## src/rtl/axi4_lite_slv_reg_file_if.sv

```systemverilog
// AXI4-Lite bus bundle between an interconnect master and a register-file slave.
// The master modport drives requests; the slave modport drives ready/response signals.
interface axi4_lite_slv_reg_file_if #(
  parameter int ADDR_BIT_WIDTH = 32,
  parameter int DATA_BIT_WIDTH = 32
);
  logic [ADDR_BIT_WIDTH-1:0]   awaddr;
  logic [2:0]                  awprot;
  logic                        awvalid;
  logic                        awready;
  logic [DATA_BIT_WIDTH-1:0]   wdata;
  logic [DATA_BIT_WIDTH/8-1:0] wstrb;
  logic                        wvalid;
  logic                        wready;
  logic [1:0]                  bresp;
  logic                        bvalid;
  logic                        bready;
  logic [ADDR_BIT_WIDTH-1:0]   araddr;
  logic [2:0]                  arprot;
  logic                        arvalid;
  logic                        arready;
  logic [DATA_BIT_WIDTH-1:0]   rdata;
  logic [1:0]                  rresp;
  logic                        rvalid;
  logic                        rready;

  modport master (
    output awaddr, awprot, awvalid, wdata, wstrb, wvalid, bready,
           araddr, arprot, arvalid, rready,
    input  awready, wready, bresp, bvalid, arready, rdata, rresp, rvalid
  );

  modport slave (
    input  awaddr, awprot, awvalid, wdata, wstrb, wvalid, bready,
           araddr, arprot, arvalid, rready,
    output awready, wready, bresp, bvalid, arready, rdata, rresp, rvalid
  );
endinterface

```

## src/rtl/axi4_lite_slv_reg_file.sv

```systemverilog
// AXI4-Lite slave register file: NUM_REGS byte-writable registers driven out in parallel.
// Define AXI4_LITE_SLV_REG_FILE_PRIV_WRITE_EN to reject unprivileged (awprot[0]=0) writes with SLVERR.
module axi4_lite_slv_reg_file #(
  parameter int ADDR_BIT_WIDTH = 32,
  parameter int DATA_BIT_WIDTH = 32,
  parameter int NUM_REGS       = 8
) (
  input  logic                               clk,
  input  logic                               rst_n,
  axi4_lite_slv_reg_file_if.slave            bus,
  output logic [NUM_REGS*DATA_BIT_WIDTH-1:0] regs_out
);

  localparam int STRB_W   = DATA_BIT_WIDTH / 8;
  localparam int ADDR_LSB = $clog2(STRB_W);
  localparam int IDX_W    = (NUM_REGS > 1) ? $clog2(NUM_REGS) : 1;

  localparam logic [1:0] RESP_OKAY   = 2'b00;
  localparam logic [1:0] RESP_SLVERR = 2'b10;

  typedef enum logic [1:0] {W_IDLE, W_ACK, W_RESP} wr_state_e;
  typedef enum logic [1:0] {R_IDLE, R_ACK, R_RESP} rd_state_e;

  wr_state_e wr_state, wr_state_nxt;
  rd_state_e rd_state, rd_state_nxt;

  logic [DATA_BIT_WIDTH-1:0] regs [NUM_REGS];
  logic [1:0]                bresp_q;
  logic [1:0]                rresp_q;
  logic [DATA_BIT_WIDTH-1:0] rdata_q;

  logic [ADDR_BIT_WIDTH-1:0] aw_idx;
  logic [ADDR_BIT_WIDTH-1:0] ar_idx;
  logic [IDX_W-1:0]          aw_sel;
  logic [IDX_W-1:0]          ar_sel;
  logic                      aw_in_range;
  logic                      ar_in_range;
  logic                      wr_priv_ok;
  logic                      wr_ok;
  logic                      wr_en;

  // Index decode: low byte-offset bits are dropped, so unaligned addresses truncate.
  assign aw_idx      = bus.awaddr >> ADDR_LSB;
  assign ar_idx      = bus.araddr >> ADDR_LSB;
  assign aw_sel      = aw_idx[IDX_W-1:0];
  assign ar_sel      = ar_idx[IDX_W-1:0];
  assign aw_in_range = aw_idx < ADDR_BIT_WIDTH'(NUM_REGS);
  assign ar_in_range = ar_idx < ADDR_BIT_WIDTH'(NUM_REGS);

`ifdef AXI4_LITE_SLV_REG_FILE_PRIV_WRITE_EN
  assign wr_priv_ok = bus.awprot[0];
`else
  assign wr_priv_ok = 1'b1;
`endif

  assign wr_ok = aw_in_range && wr_priv_ok;
  assign wr_en = (wr_state == W_ACK) && wr_ok;

  // Protection on reads is ignored, and on writes unless the privilege option is built in.
  logic unused_bits;
  assign unused_bits = ^{bus.arprot, bus.awprot};

  // NOTE: state lives only in always_ff blocks with non-blocking assignments, so every
  // flop samples pre-edge values; this is what makes a same-cycle read return the old data.
  always_ff @(posedge clk) begin
    if (!rst_n) begin
      wr_state <= W_IDLE;
      rd_state <= R_IDLE;
    end else begin
      wr_state <= wr_state_nxt;
      rd_state <= rd_state_nxt;
    end
  end

  // NOTE: next state takes its default before the case so no path leaves it unassigned (no latch).
  always_comb begin
    wr_state_nxt = wr_state;
    unique case (wr_state)
      W_IDLE:  if (bus.awvalid && bus.wvalid) wr_state_nxt = W_ACK;
      W_ACK:   wr_state_nxt = W_RESP;
      W_RESP:  if (bus.bready) wr_state_nxt = W_IDLE;
      default: wr_state_nxt = W_IDLE;
    endcase
  end

  always_comb begin
    rd_state_nxt = rd_state;
    unique case (rd_state)
      R_IDLE:  if (bus.arvalid) rd_state_nxt = R_ACK;
      R_ACK:   rd_state_nxt = R_RESP;
      R_RESP:  if (bus.rready) rd_state_nxt = R_IDLE;
      default: rd_state_nxt = R_IDLE;
    endcase
  end

  // NOTE: the register array is reset explicitly because fabric logic consumes regs_out
  // directly and must see a defined zero after reset.
  always_ff @(posedge clk) begin
    if (!rst_n) begin
      for (int i = 0; i < NUM_REGS; i++) regs[i] <= '0;
    end else if (wr_en) begin
      for (int b = 0; b < STRB_W; b++) begin
        if (bus.wstrb[b]) regs[aw_sel][8*b +: 8] <= bus.wdata[8*b +: 8];
      end
    end
  end

  always_ff @(posedge clk) begin
    if (!rst_n) begin
      bresp_q <= RESP_OKAY;
      rresp_q <= RESP_OKAY;
      rdata_q <= '0;
    end else begin
      if (wr_state == W_ACK) bresp_q <= wr_ok ? RESP_OKAY : RESP_SLVERR;
      if (rd_state == R_ACK) begin
        rresp_q <= ar_in_range ? RESP_OKAY : RESP_SLVERR;
        rdata_q <= ar_in_range ? regs[ar_sel] : '0;
      end
    end
  end

  assign bus.awready = (wr_state == W_ACK);
  assign bus.wready  = (wr_state == W_ACK);
  assign bus.bvalid  = (wr_state == W_RESP);
  assign bus.bresp   = bresp_q;
  assign bus.arready = (rd_state == R_ACK);
  assign bus.rvalid  = (rd_state == R_RESP);
  assign bus.rresp   = rresp_q;
  assign bus.rdata   = rdata_q;

  for (genvar g = 0; g < NUM_REGS; g++) begin : g_regs_out
    assign regs_out[g*DATA_BIT_WIDTH +: DATA_BIT_WIDTH] = regs[g];
  end

endmodule

```

## src/flat_wrapper.sv

```systemverilog
// flat-port wrapper written by rule: the top's interface ports become plain ports
module axi4_lite_slv_reg_file_flat 
#(
  parameter int ADDR_BIT_WIDTH = 32,
  parameter int DATA_BIT_WIDTH = 32,
  parameter int NUM_REGS       = 8
)
  (clk, rst_n, regs_out, bus_awaddr, bus_awprot, bus_awvalid, bus_wdata, bus_wstrb, bus_wvalid, bus_bready, bus_araddr, bus_arprot, bus_arvalid, bus_rready, bus_awready, bus_wready, bus_bresp, bus_bvalid, bus_arready, bus_rdata, bus_rresp, bus_rvalid);
  axi4_lite_slv_reg_file_if #(.ADDR_BIT_WIDTH(ADDR_BIT_WIDTH), .DATA_BIT_WIDTH(DATA_BIT_WIDTH)) bus_i ();
  input  logic clk;
  input  logic rst_n;
  output logic [NUM_REGS*DATA_BIT_WIDTH-1:0] regs_out;
  input wire logic [$bits(bus_i.awaddr)-1:0] bus_awaddr;
  input wire logic [$bits(bus_i.awprot)-1:0] bus_awprot;
  input wire logic [$bits(bus_i.awvalid)-1:0] bus_awvalid;
  input wire logic [$bits(bus_i.wdata)-1:0] bus_wdata;
  input wire logic [$bits(bus_i.wstrb)-1:0] bus_wstrb;
  input wire logic [$bits(bus_i.wvalid)-1:0] bus_wvalid;
  input wire logic [$bits(bus_i.bready)-1:0] bus_bready;
  input wire logic [$bits(bus_i.araddr)-1:0] bus_araddr;
  input wire logic [$bits(bus_i.arprot)-1:0] bus_arprot;
  input wire logic [$bits(bus_i.arvalid)-1:0] bus_arvalid;
  input wire logic [$bits(bus_i.rready)-1:0] bus_rready;
  output wire logic [$bits(bus_i.awready)-1:0] bus_awready;
  output wire logic [$bits(bus_i.wready)-1:0] bus_wready;
  output wire logic [$bits(bus_i.bresp)-1:0] bus_bresp;
  output wire logic [$bits(bus_i.bvalid)-1:0] bus_bvalid;
  output wire logic [$bits(bus_i.arready)-1:0] bus_arready;
  output wire logic [$bits(bus_i.rdata)-1:0] bus_rdata;
  output wire logic [$bits(bus_i.rresp)-1:0] bus_rresp;
  output wire logic [$bits(bus_i.rvalid)-1:0] bus_rvalid;
  assign bus_i.awaddr = bus_awaddr;
  assign bus_i.awprot = bus_awprot;
  assign bus_i.awvalid = bus_awvalid;
  assign bus_i.wdata = bus_wdata;
  assign bus_i.wstrb = bus_wstrb;
  assign bus_i.wvalid = bus_wvalid;
  assign bus_i.bready = bus_bready;
  assign bus_i.araddr = bus_araddr;
  assign bus_i.arprot = bus_arprot;
  assign bus_i.arvalid = bus_arvalid;
  assign bus_i.rready = bus_rready;
  assign bus_awready = bus_i.awready;
  assign bus_wready = bus_i.wready;
  assign bus_bresp = bus_i.bresp;
  assign bus_bvalid = bus_i.bvalid;
  assign bus_arready = bus_i.arready;
  assign bus_rdata = bus_i.rdata;
  assign bus_rresp = bus_i.rresp;
  assign bus_rvalid = bus_i.rvalid;
  axi4_lite_slv_reg_file #(.ADDR_BIT_WIDTH(ADDR_BIT_WIDTH), .DATA_BIT_WIDTH(DATA_BIT_WIDTH), .NUM_REGS(NUM_REGS)) u_core (.clk(clk), .rst_n(rst_n), .bus(bus_i), .regs_out(regs_out));
endmodule
```

## config.mk

```make
export PLATFORM = sky130hd
export DESIGN_NAME = axi4_lite_slv_reg_file_flat
export DESIGN_NICKNAME = d
export VERILOG_FILES = /design/src/rtl/axi4_lite_slv_reg_file_if.sv /design/src/rtl/axi4_lite_slv_reg_file.sv /design/src/flat_wrapper.sv
export SDC_FILE = /design/constraint.sdc
export NUM_CORES = 1
export LEC_CHECK = 0
export ABC_AREA = 1
export BUFFER_PORTS_ARGS = -buffer_cell sky130_fd_sc_hd__buf_2
export CORE_AREA = 2 2 186 188
export CTS_CLUSTER_SIZE = 30
export DETAILED_ROUTE_END_ITERATION = 7
export DIE_AREA = 0 0 188 190
export GPL_TIMING_DRIVEN = 0
export PLACE_DENSITY = 0.64
export SLEW_MARGIN = 20
export SYNTH_ARGS = -nofsm -noshare
export SYNTH_HDL_FRONTEND = slang
export SYNTH_SLANG_ARGS = --single-unit
export TNS_END_PERCENT = 50
```

## constraint.sdc

```tcl
create_clock -name clk -period 2.15 [get_ports clk]
set_input_delay 0.43 -clock clk [delete_from_list [all_inputs] [get_ports clk]]
set_output_delay 0.43 -clock clk [all_outputs]
set_load 0.02 [all_outputs]
```

* After elaboration in Yosys (flattened, before gate mapping)
Memories as Yosys holds them, arrays and structs flattened.
Index checks and enable logic that the tools add are counted.
** Word-level totals
- Register bits :: 40
- RAM bits :: 256
- Bits of input ports :: 113
- Memories kept :: 1
- Word-level logic and storage cells :: 52
- Output and inout port bits :: 297
** Operators by class
- Multiplexer cells :: 29
- Equality and inequality tests :: 8
- Reductions and logical operators :: 7
- Order comparisons :: 2
** Memory list
- u_core.regs :: depth 8, bits a word 32, rd ports 9, clocked after Yosys merged registers in 0, write ports 8, RTL line axi4_lite_slv_reg_file.sv:27 : logic [DATA_BIT_WIDTH-1:0] regs [NUM_REGS];
** Operator list (number)
- $mux W32 :: 2
- $lt A30 B4 Y1 const B :: 2
- $reduce_or A32 Y1 :: 1
- $mux W1 :: 17
- $mux W2 :: 6
- $pmux W2 S3 :: 2
- $ne A2 B2 Y1 const B :: 3
- $eq A2 B1 Y1 const B :: 2
- $eq A2 B2 Y1 const B :: 2
- $logic_not A2 Y1 :: 2
- $mux W4 :: 1
- $reduce_and A2 Y1 :: 2
- $mux W3 :: 1
- $logic_and A1 B1 Y1 :: 2
- $ne A2 B1 Y1 const B :: 1

* Depth between registers and ports, before layout
- Depth after elaboration :: 7
- Gate-level depth with buffers :: 9

* Worst setup path before layout
OpenSTA, ideal clock, no wires.
- Path type :: input to register
- Start :: input port bus_awaddr[8]
- End :: memory u_core.regs[2][0], enable pin
- Stages on the path :: 8
- Setup time :: 0.329 ns
- Path slack :: 0.187 ns
- Data arrival time :: 1.634 ns
- Cell sequence :: nor2_1 -> nand2_1 -> nor2_1 -> nand2_1 -> nor2_2 -> buf_6 -> nand4_2 -> nand2_1
** RTL lines
- start: declaration :: RTL line flat_wrapper.sv:13 : input wire logic [$bits(bus_i.awaddr)-1:0] bus_awaddr;
- end: declaration :: RTL line axi4_lite_slv_reg_file.sv:27

==> impl_metrics.toml <==
[routing]
avgRoutedWirePerCell_microns = 23.1
drtIter0Drc = 1286
wl_microns = 53100
drtPass1Iterations = 6
vias_per_cell = 5.32
drtAntennaViolNets = 0
route.detailed.drc = 0
num_vias = 12200

[setup_path]
crit_end = "u_core.regs[3][31]$_SDFFCE_PN0P_"
cp-start-kind = "input port"
cp-end-kind = "flop"
rr_startpoint = "u_core.wr_state[1]$_SDFFE_PN0P_"
r2r_slack_ns = -0.06
critPathArrivalTime_ns = 2.48
path_max_fanout = 9
path_cells = "buf_2, inv_1, nor3_1, nand4_2, nand2_4"
r2r-end = "u_core.regs[3][31]$_SDFFCE_PN0P_"
critPathLaunch = "bus_awaddr[2]"
cp_top_family = "simple AND/OR/NAND/NOR gates"
worst-path-buf-inv = 2
critical_path_required_ns = 2.41
cp.depth = 5
path_class = "in2reg"
cp_slowest_cell = "nor3_1"
ff2ff_path_depth = 8
max_stage_delay_ns = 0.98

[synth]
synth_top_area_share_pct = 57.9
synth_cell_types = 20
yosysWarningCount = 0
ys_seq_area_share_pct = 63.6
netlist_area_sq_um = 13300
synth_seq_cells = 294
yosysTopAreaCell = "edfxtp_1"
synthCells = 1392
synth.area.top_cells = "edfxtp_1, nor2_1, dfxtp_1"
postSynthAreaPerCell_sq_um = 9.54

[sta]
fin_crit_ns = 2.22
finClkSkew_ns = 0.0183
report.final.hold_viol_count = 0
slew_violations = 0
fin_setup_tns_ns = -2.15
max_slew.worst_pin.slew_ns = 1.23
fmax_mhz = 450
finalWorstSetupSlack_ns = -0.0701
period_share_pct = 103
setup_viol = 80
grt_setup_unrepaired = "true"
maxSlewHeadroom_pct = 17.7

[placement]
pre_cts_ws_ns = -0.741
place_congestion = 0.900
hpwl_microns = 38400
dp_cells = 2239
portBuffers = 391

[clocking]
cts_tree = "yes"
htreeDepth = 1
clk_pin_slew_worst_paths_ns = 0.06
clock_latency_ns = 0.58
clock-root-buffer = "clkbuf_16"
cts_hold_buf = 0
clock_path_buffers = 3
cts_made_buffers = 31
clkSinkCount = 294

[global_route]
grt_pass1_wl_microns = 75200
grt_max_degree = 16
antenna_found_initial = 4
grt_pass1_vias = 11800
globalRouteOverflowTotal = 0
grtUsageTotal_pct = 28.7

[floorplanning]
rows = 68
die-width_microns = 188
die_h_microns = 190
start_util_pct = 39.1
core-area_sq_um = 33900
num_io_pins = 410
dieArea_sq_um = 35700

[pwr]
powerDensity_nw_per_um2 = 791
total_power_w = 0.0137
p_leak_nw = 7.54
ir_drop_v = 0.000633

[finish]
fin_cells = 2301
final_cell_mix = "nor2_1, buf_2, edfxtp_1, nand3_1, nand2_1"
area.growth.synth_to_final_pct = 30.5
final_common_cell = "nor2_1"
fin_nets = 1930
drive_above_1_share_pct = 30.9

[flow_run]
drv_cap = 0

[status]
status = "finished, violations left"
violations = "negative setup slack"

[hold_path]
hold_start = "bus_arvalid"
hp-class = "in2reg"
==> through the flow <==
stage / instance area, sq um / utilization (%) / hold slack, ns
after global routing: 17300 / 51.0 / 0.107
final: 17300 / 51.1 / 0.0993
after CTS: 17200 / 50.6 / 0.0862
after global placement: 15800 / 46.6 / 0.406
after detailed placement: 15800 / 46.6 / 0.418
after floorplan: 13300 / - / 0.398
==> power breakdown <==
part	switching, W	internal [W]	total, W
clock network	0.00233	0.00343	0.00576
logic	0.00107	0.000395	0.00147
registers	0.000124	0.00636	0.00649
total	0.00353	0.0102	0.0137
==> state kept, by name (all words and copies together), names as in the netlist <==
| name | count |
|---|---|
| u_core.bus.bresp | 1 |
| u_core.bus.rdata | 32 |
| u_core.bus.rresp | 1 |
| u_core.rd_state | 2 |
| u_core.regs | 256 |
| u_core.wr_state | 2 |
==> layout make-up <==
type,instances,area (sq um)
multi-input combinational,977,4740
sequential,294,8450
buffer,75,342
fill,3184,16600
inverter,47,176
antenna,4,10.0
timing repair buffer,391,1960
clock buffer,35,811
tap,455,569
clock inverter,23,279
==> worst register-to-register path: cells and delay by family, from the launching register on <==
family	cells	cell delay (ns)
flops	1	0.31
buf+inv	2	0.33
simple gates	6	1.25
==> layer usage <==
metal / up-vias / track usage (%) / share of wire [%]
li1: 5533 / - / -
met1: 5830 / 36.1 / 39
met2: 764 / 48.1 / 47
met3: 116 / 6.36 / 9.9
met4: 2 / 12.1 / 4.0
met5: - / 0 / 0.023
==> repair_timing <==
action	CTS	global route
setup buffers	0	0
resized for setup	61	30
pin swaps	5	4
endpoints found under the setup margin	290	237
==> cells by family (layout without fill, tap and decap cells) <==
family | count (synthesis) | after routing | synth area share (%)
simple gates | 846 | 846 | 27.6
buf+inv | 122 | 571 | 3.88
flops | 294 | 294 | 63.6
other cells | 1 | 6 | 0.0282
compound gates | 129 | 129 | 4.86
==> worst min path at each step <==
stage	end	slack, ns	cells after the start
floorplan	u_core.rd_state[0]$_SDFFE_PN0P_	0.40	1
global placement	u_core.rd_state[0]$_SDFFE_PN0P_	0.41	1
detailed placement	u_core.rd_state[0]$_SDFFE_PN0P_	0.42	1
CTS	u_core.rd_state[0]$_SDFFE_PN0P_	0.09	3
global route	u_core.rd_state[0]$_SDFFE_PN0P_	0.11	3
finish	u_core.rd_state[0]$_SDFFE_PN0P_	0.1	3
==> cell usage after synthesis (all sizes together) <==
library cell,instances
nor2,544
edfxtp,256
nand2,130
nand3,99
o21ai,95
inv,46
buf,40
dfxtp,38
clkbuf,35
a21oi,34
nand4,32
or2,31
nor3,10
clkinv,1
conb,1
Power figures use the tool's default switching activity.
